## config.mk

```make
export PLATFORM = sky130hd
export DESIGN_NAME = fpga_input_cond
export DESIGN_NICKNAME = d
export VERILOG_FILES = /design/src/rtl/fpga_input_cond.sv
export SDC_FILE = /design/constraint.sdc
export NUM_CORES = 1
export LEC_CHECK = 0
export BUFFER_PORTS_ARGS = -buffer_cell sky130_fd_sc_hd__buf_2
export CAP_MARGIN = 10
export CELL_PAD_IN_SITES_DETAIL_PLACEMENT = 0
export CELL_PAD_IN_SITES_GLOBAL_PLACEMENT = 2
export CORE_AREA = 5 5 189 191
export DETAILED_ROUTE_END_ITERATION = 7
export DIE_AREA = 0 0 194 196
export PLACE_DENSITY = 0.74
export SLEW_MARGIN = 20
export SYNTH_ARGS = -nofsm -noshare
export SYNTH_HDL_FRONTEND = slang
export SYNTH_SLANG_ARGS = --single-unit
```

## constraint.sdc

```tcl
create_clock -name CLK_50 -period 2.5 [get_ports CLK_50]
set_input_delay 0.5 -clock CLK_50 [delete_from_list [all_inputs] [get_ports CLK_50]]
set_output_delay 0.5 -clock CLK_50 [all_outputs]
set_load 0.01 [all_outputs]
```

## src/rtl/fpga_input_cond.sv

```systemverilog
// rtl/fpga_input_cond.sv - synchronize, debounce and edge-detect 2 buttons and 10 switches
module fpga_input_cond #(
    parameter int DB_CYCLES = 250000,
    parameter int CNT_W     = $clog2(DB_CYCLES)
) (
    input  logic       CLK_50,
    input  logic       RstQnnnH,
    input  logic [1:0] BUTTON,
    input  logic [9:0] SW,
    output logic [1:0] btn_db,
    output logic [1:0] btn_press,
    output logic [1:0] btn_release,
    output logic [9:0] sw_db,
    output logic [9:0] sw_rise,
    output logic [9:0] sw_fall
);

    // Channels 11:10 are the active-low buttons (idle high), 9:0 the switches (idle low).
    localparam int          NCH   = 12;
    localparam logic [11:0] RST_V = {2'b11, 10'h000};
    localparam logic [CNT_W-1:0] CNT_MAX = CNT_W'(DB_CYCLES - 1);

    logic [NCH-1:0]            sync1_q, sync2_q;
    logic [NCH-1:0]            db_q, db_d;
    logic [NCH-1:0]            rise_q, rise_d;
    logic [NCH-1:0]            fall_q, fall_d;
    logic [NCH-1:0][CNT_W-1:0] cnt_q, cnt_d;

    // Per-channel debounce: count consecutive mismatching samples, accept on the last one.
    always_comb begin
        db_d   = db_q;
        cnt_d  = cnt_q;
        rise_d = '0;
        fall_d = '0;
        for (int i = 0; i < NCH; i++) begin
            if (sync2_q[i] == db_q[i]) begin
                cnt_d[i] = '0;
            end else if (cnt_q[i] == CNT_MAX) begin
                db_d[i]   = sync2_q[i];
                cnt_d[i]  = '0;
                rise_d[i] = sync2_q[i];
                fall_d[i] = ~sync2_q[i];
            end else begin
                cnt_d[i] = cnt_q[i] + CNT_W'(1);
            end
        end
    end

    // Synchronizer chain, debounced levels, counters and registered edge pulses.
    always_ff @(posedge CLK_50) begin
        if (RstQnnnH) begin
            sync1_q <= RST_V;
            sync2_q <= RST_V;
            db_q    <= RST_V;
            cnt_q   <= '0;
            rise_q  <= '0;
            fall_q  <= '0;
        end else begin
            sync1_q <= {BUTTON, SW};
            sync2_q <= sync1_q;
            db_q    <= db_d;
            cnt_q   <= cnt_d;
            rise_q  <= rise_d;
            fall_q  <= fall_d;
        end
    end

    // Buttons are active-low, so a press is the falling edge of the debounced level.
    assign btn_db      = db_q[11:10];
    assign btn_press   = fall_q[11:10];
    assign btn_release = rise_q[11:10];
    assign sw_db       = db_q[9:0];
    assign sw_rise     = rise_q[9:0];
    assign sw_fall     = fall_q[9:0];

endmodule

```

-- Yosys cells after proc, flatten, opt, wreduce, memory -nomap -nowiden
Cells that the tools add are included.
W data, S select, Z words.
- register bits: 276
- logic and storage cells: 158
- bits of input ports: 14
- output and inout port bits: 36
- add/subtract/negate cells: 12
- bitwise operators: 36
- reduce and logical (&&, ||, !) cells: 36
- eq/ne operators: 24
- operator list (kind ; count):
    $add A18 B1 Y18 const B ; 12
    $eq A18 B18 Y1 const B ; 12
    $reduce_or A3 Y1 ; 24
    $not A1 Y1 ; 36
    $reduce_and A2 Y1 ; 12
    $eq A1 B1 Y1 ; 12

-- Longest topological paths before layout
- word-level depth: 3
- gate-level depth with buffers: 6
- gate-level depth less buffers: 5

-- Worst setup path before layout
OpenSTA, ideal clock, no wires.
- path type: reg-to-reg
- from: register cnt_q[180] (netlist name)
- to: register cnt_q[187] (netlist name)
- cell stages (with the launch flop): 6
- buffers on the path: 1
- path slack: 0.677 ns
- library setup time: 0.117 ns
- data required time: 2.383 ns
- period minus slack after synthesis: 1.823 ns
- arrival: 1.705 ns
- path through: dfxtp_1 -> ha_1 -> nand3_1 -> o41ai_2 -> buf_2 -> nor2_1
- word-level cells in the longest chain between the ends: 2
- elaborated cells on any way between the ends: 3
- those cells by class: add/sub: 1; eq/ne: 1; reduce/logical: 1
- RTL lines (item ; RTL line ; text):
    start, declared ; 27 ; logic [NCH-1:0][CNT_W-1:0] cnt_q, cnt_d;
    start signal, assigned ; 62 ; cnt_q <= cnt_d;
    branches (longest 2 deep; another with $add A18 B1 Y18) ; - ;
Parallel ways; which one is timed is not known.
A chain may end at the register's enable or synchronous reset.

-- Worst setup path after layout
- from: register cnt_q[18] (netlist name)
- to: register cnt_q[33] (netlist name)
Same word-level chain as after synthesis.

==> impl_metrics.ini <==
[pwr]
switching_share_pct = 20.9
power.density_nw_per_um2 = 683
p_leak_uw = 0.00420
switching_power_uw = 1940
combPwrFrac_pct = 1.2
peakVddDrop_mv = 0.377
seq_power_share_pct = 47.7
clkPwrFrac_pct = 51.1
internal_power_uw = 7360

[synth]
netlist-cell-type-count = 45
ys_seq_elements = 276
ys_seq_area_share_pct = 47.2
yosys.area.top_type = dfxtp_1
async_reset_ff_share_pct = 0
syn_avg_cell_area_um2 = 8.98
syn_nets = 1329
synthTopCellsByArea = dfxtp_1 47%, xnor2_1 7.7%, nor2_1 6.8%, xor2_1 4.3%, nand3_1 3.3%
synthCells = 1303
synthTopCellsByCount = 276 x dfxtp_1, 211 x nor2_1, 103 x xnor2_1
synth_most_common_cell = dfxtp_1
synth_edf_count = 0
ys.flop_type = dfxtp_1
synth_top_area_share_pct = 47.2
synth-warning-count = 0
syn_area_um2 = 11700

[setup_path]
reg2reg_depth = 6
critical-path-top-delay-family = simple AND/OR/NAND/NOR gates
path_buf_inv = 1
worstSetupStartpoint = cnt_q[18]$_SDFF_PP0_
cp-end-kind = flip-flop
crit_required_ns = 2.89
cpPeakStageDelay_ns = 0.54
r2r-start = cnt_q[18]$_SDFF_PP0_
crit_fanout = 10
crit_cells = 6
endpoint = cnt_q[33]$_SDFF_PP0_
cp_cell_sequence = ha_1, nand3_1, or4_1, o21ai_2, buf_4, a21oi_1
crit_arrival_ns = 2.38
crit_path_top_delay_cell = or4_1
cp-start-kind = flip-flop
timing_worst_setup_path_type = flip-flop to flip-flop
r2r_slack_ns = 0.51
rr_endpoint = cnt_q[33]$_SDFF_PP0_

[place]
placedCellCount = 1796
hpwl_um = 16400
io_buffers = 49
gp_congestion = 0.760
place_ws_ns = 0.490

[global_route]
grt_pass1_vias = 8542
overflow = 0
track_usage_pct = 12.4
antenna_found_initial = 0
grt_pass1_wl_um = 41500
grt_max_degree = 47

[clock_tree]
clock-sinks = 276
insertion_delay_ns = 0.51
post_cts_buffers = 0
cts_hold_buf = 0
clk_pin_slew_ns = 0.06
root_buffer = clkbuf_16
cts_tree = done
cts_buffers = 34
cts_buffer_depth = 3
h-tree-depth = 2
ctsResizeCount = 0

[timing]
period_share_pct = 79.7
fmax_mhz = 502
setup_tns_ns = 0
finalSetupViolCount = 0
fin_worst_skew_ns = 0.0247
hold_violations = 0
worst_pin_slew_ns = 0.745
slew_viol_final = 0
rsz0062_at_grt = no
timing.final.ws_setup_ns = 0.506
fin_crit_ns = 1.99
max-slew-margin-rel_pct = 49.8

[finish]
drive_above_1_share_pct = 11.2
n_antenna_cell = 0
fin_util_pct = 40.1
syn2layout_area_growth_pct = 16.5
layout.cells.non_filler = 1854
nets = 1403

[drt]
vias = 9023
via_per_inst = 4.87
initialDrtViolationCount = 430
drt_first_pass_iters = 4
ant_nets = 0
drc = 0
wl_per_cell_um = 13.0
routed_wirelength_um = 24100

[die]
initial_core_util_pct = 34.5
die_area_um2 = 38000
io_pins = 50
die_x_um = 194
die_height_um = 196
row_count = 68
core_um2 = 33900

[run_status]
outcome = finished clean

[run]
drv_cap = 0

[worst_hold_path]
min_path_type = input port to flip-flop
-- power by group through the flow --
stage | Clock, uW | Sequential [uW] | Combinational [uW]
finish | 4760 | 4440 | 110
CTS | 4960 | 4440 | 114
global route | 5160 | 4440 | 124
detailed placement | 0 | 4530 | 113
floorplan | 0 | 4530 | 72.1
global placement | 0 | 4530 | 114
-- worst min-delay path by stage --
stage	slack, ns	to	start	cells after the start
floorplan	0.39	sync2_q[10]$_SDFF_PP1_	sync1_q[10]$_SDFF_PP1_	1
global placement	0.39	sync2_q[10]$_SDFF_PP1_	sync1_q[10]$_SDFF_PP1_	1
detailed placement	0.40	sync2_q[10]$_SDFF_PP1_	sync1_q[10]$_SDFF_PP1_	1
CTS	0.15	sync1_q[10]$_SDFF_PP1_	BUTTON[0]	2
global route	0.17	sync1_q[10]$_SDFF_PP1_	BUTTON[0]	2
finish	0.18	sync1_q[10]$_SDFF_PP1_	BUTTON[0]	2
-- sequential cells by signal (all words and copies together) (netlist names) --
register / count
cnt_q: 216
db_q: 12
fall_q: 12
rise_q: 12
sync1_q: 12
sync2_q: 12
-- cells by family after synthesis --
group | Yosys count | share of synthesized area, %
XOR/XNOR | 160 | 12.0
flip-flops | 276 | 47.2
multiplexers | 7 | 0.599
AO/OA/AOI/OAI | 100 | 5.70
adder cells (fa/ha/maj) | 12 | 1.28
buffers and inverters | 64 | 2.28
AND/OR/NAND/NOR | 684 | 30.9
-- placed cells by master, fill, tap and decap left out, drive strengths merged --
cell type / netlist / routed
mux2i: 7 / 7
and2: 7 / 7
nor2: 211 / 211
nand3b: 2 / 2
nor3: 51 / 51
nand3: 80 / 80
a21oi: 47 / 47
xor2: 57 / 57
o21ai: 25 / 25
and3: 25 / 25
and4: 16 / 16
nand4: 62 / 62
or2: 10 / 10
nor2b: 23 / 23
nand4b: 1 / 1
a31o: 2 / 2
nand2: 58 / 58
ha: 12 / 12
nand4bb: 1 / 1
xnor2: 103 / 103
nor4: 43 / 43
o41ai: 12 / 12
dfxtp: 276 / 276
o31ai: 14 / 14
or4b: 6 / 6
clkbuf: 24 / 48
nor3b: 2 / 2
inv: 28 / 30
and3b: 1 / 1
bufinv: 0 / 2
or3: 15 / 15
nand2b: 33 / 33
buf: 12 / 74
nor4b: 12 / 12
clkinv: 0 / 6
or4: 25 / 25
-- routing by layer --
metal | vias to the layer above | GRT usage [%] | routed length, um
li1 | 4749 | - | -
met1 | 4170 | 17.0 | 12300
met2 | 68 | 19.8 | 10500
met3 | 36 | 2.85 | 870
met4 | 0 | 3.31 | 450
met5 | - | 0 | 0
-- cell type report --
type / instances / area, um^2
multi-input cells: 963 / 5910
flip-flops and latches: 276 / 5530
well taps: 455 / 569
repair buffers: 74 / 435
fillers: 3448 / 20300
clock inverters: 10 / 119
inverters: 28 / 105
clock buffers: 48 / 963
-- through the flow --
step,power (uW),hold slack [ns],instance area (um^2)
final,9310,0.178,13600
after global routing,9720,0.167,13600
after CTS,9510,0.151,13600
after detailed placement,4650,0.398,12500
after global placement,4650,0.394,12500
after floorplan,4600,0.389,11700
(Power assumes the default switching activity.)
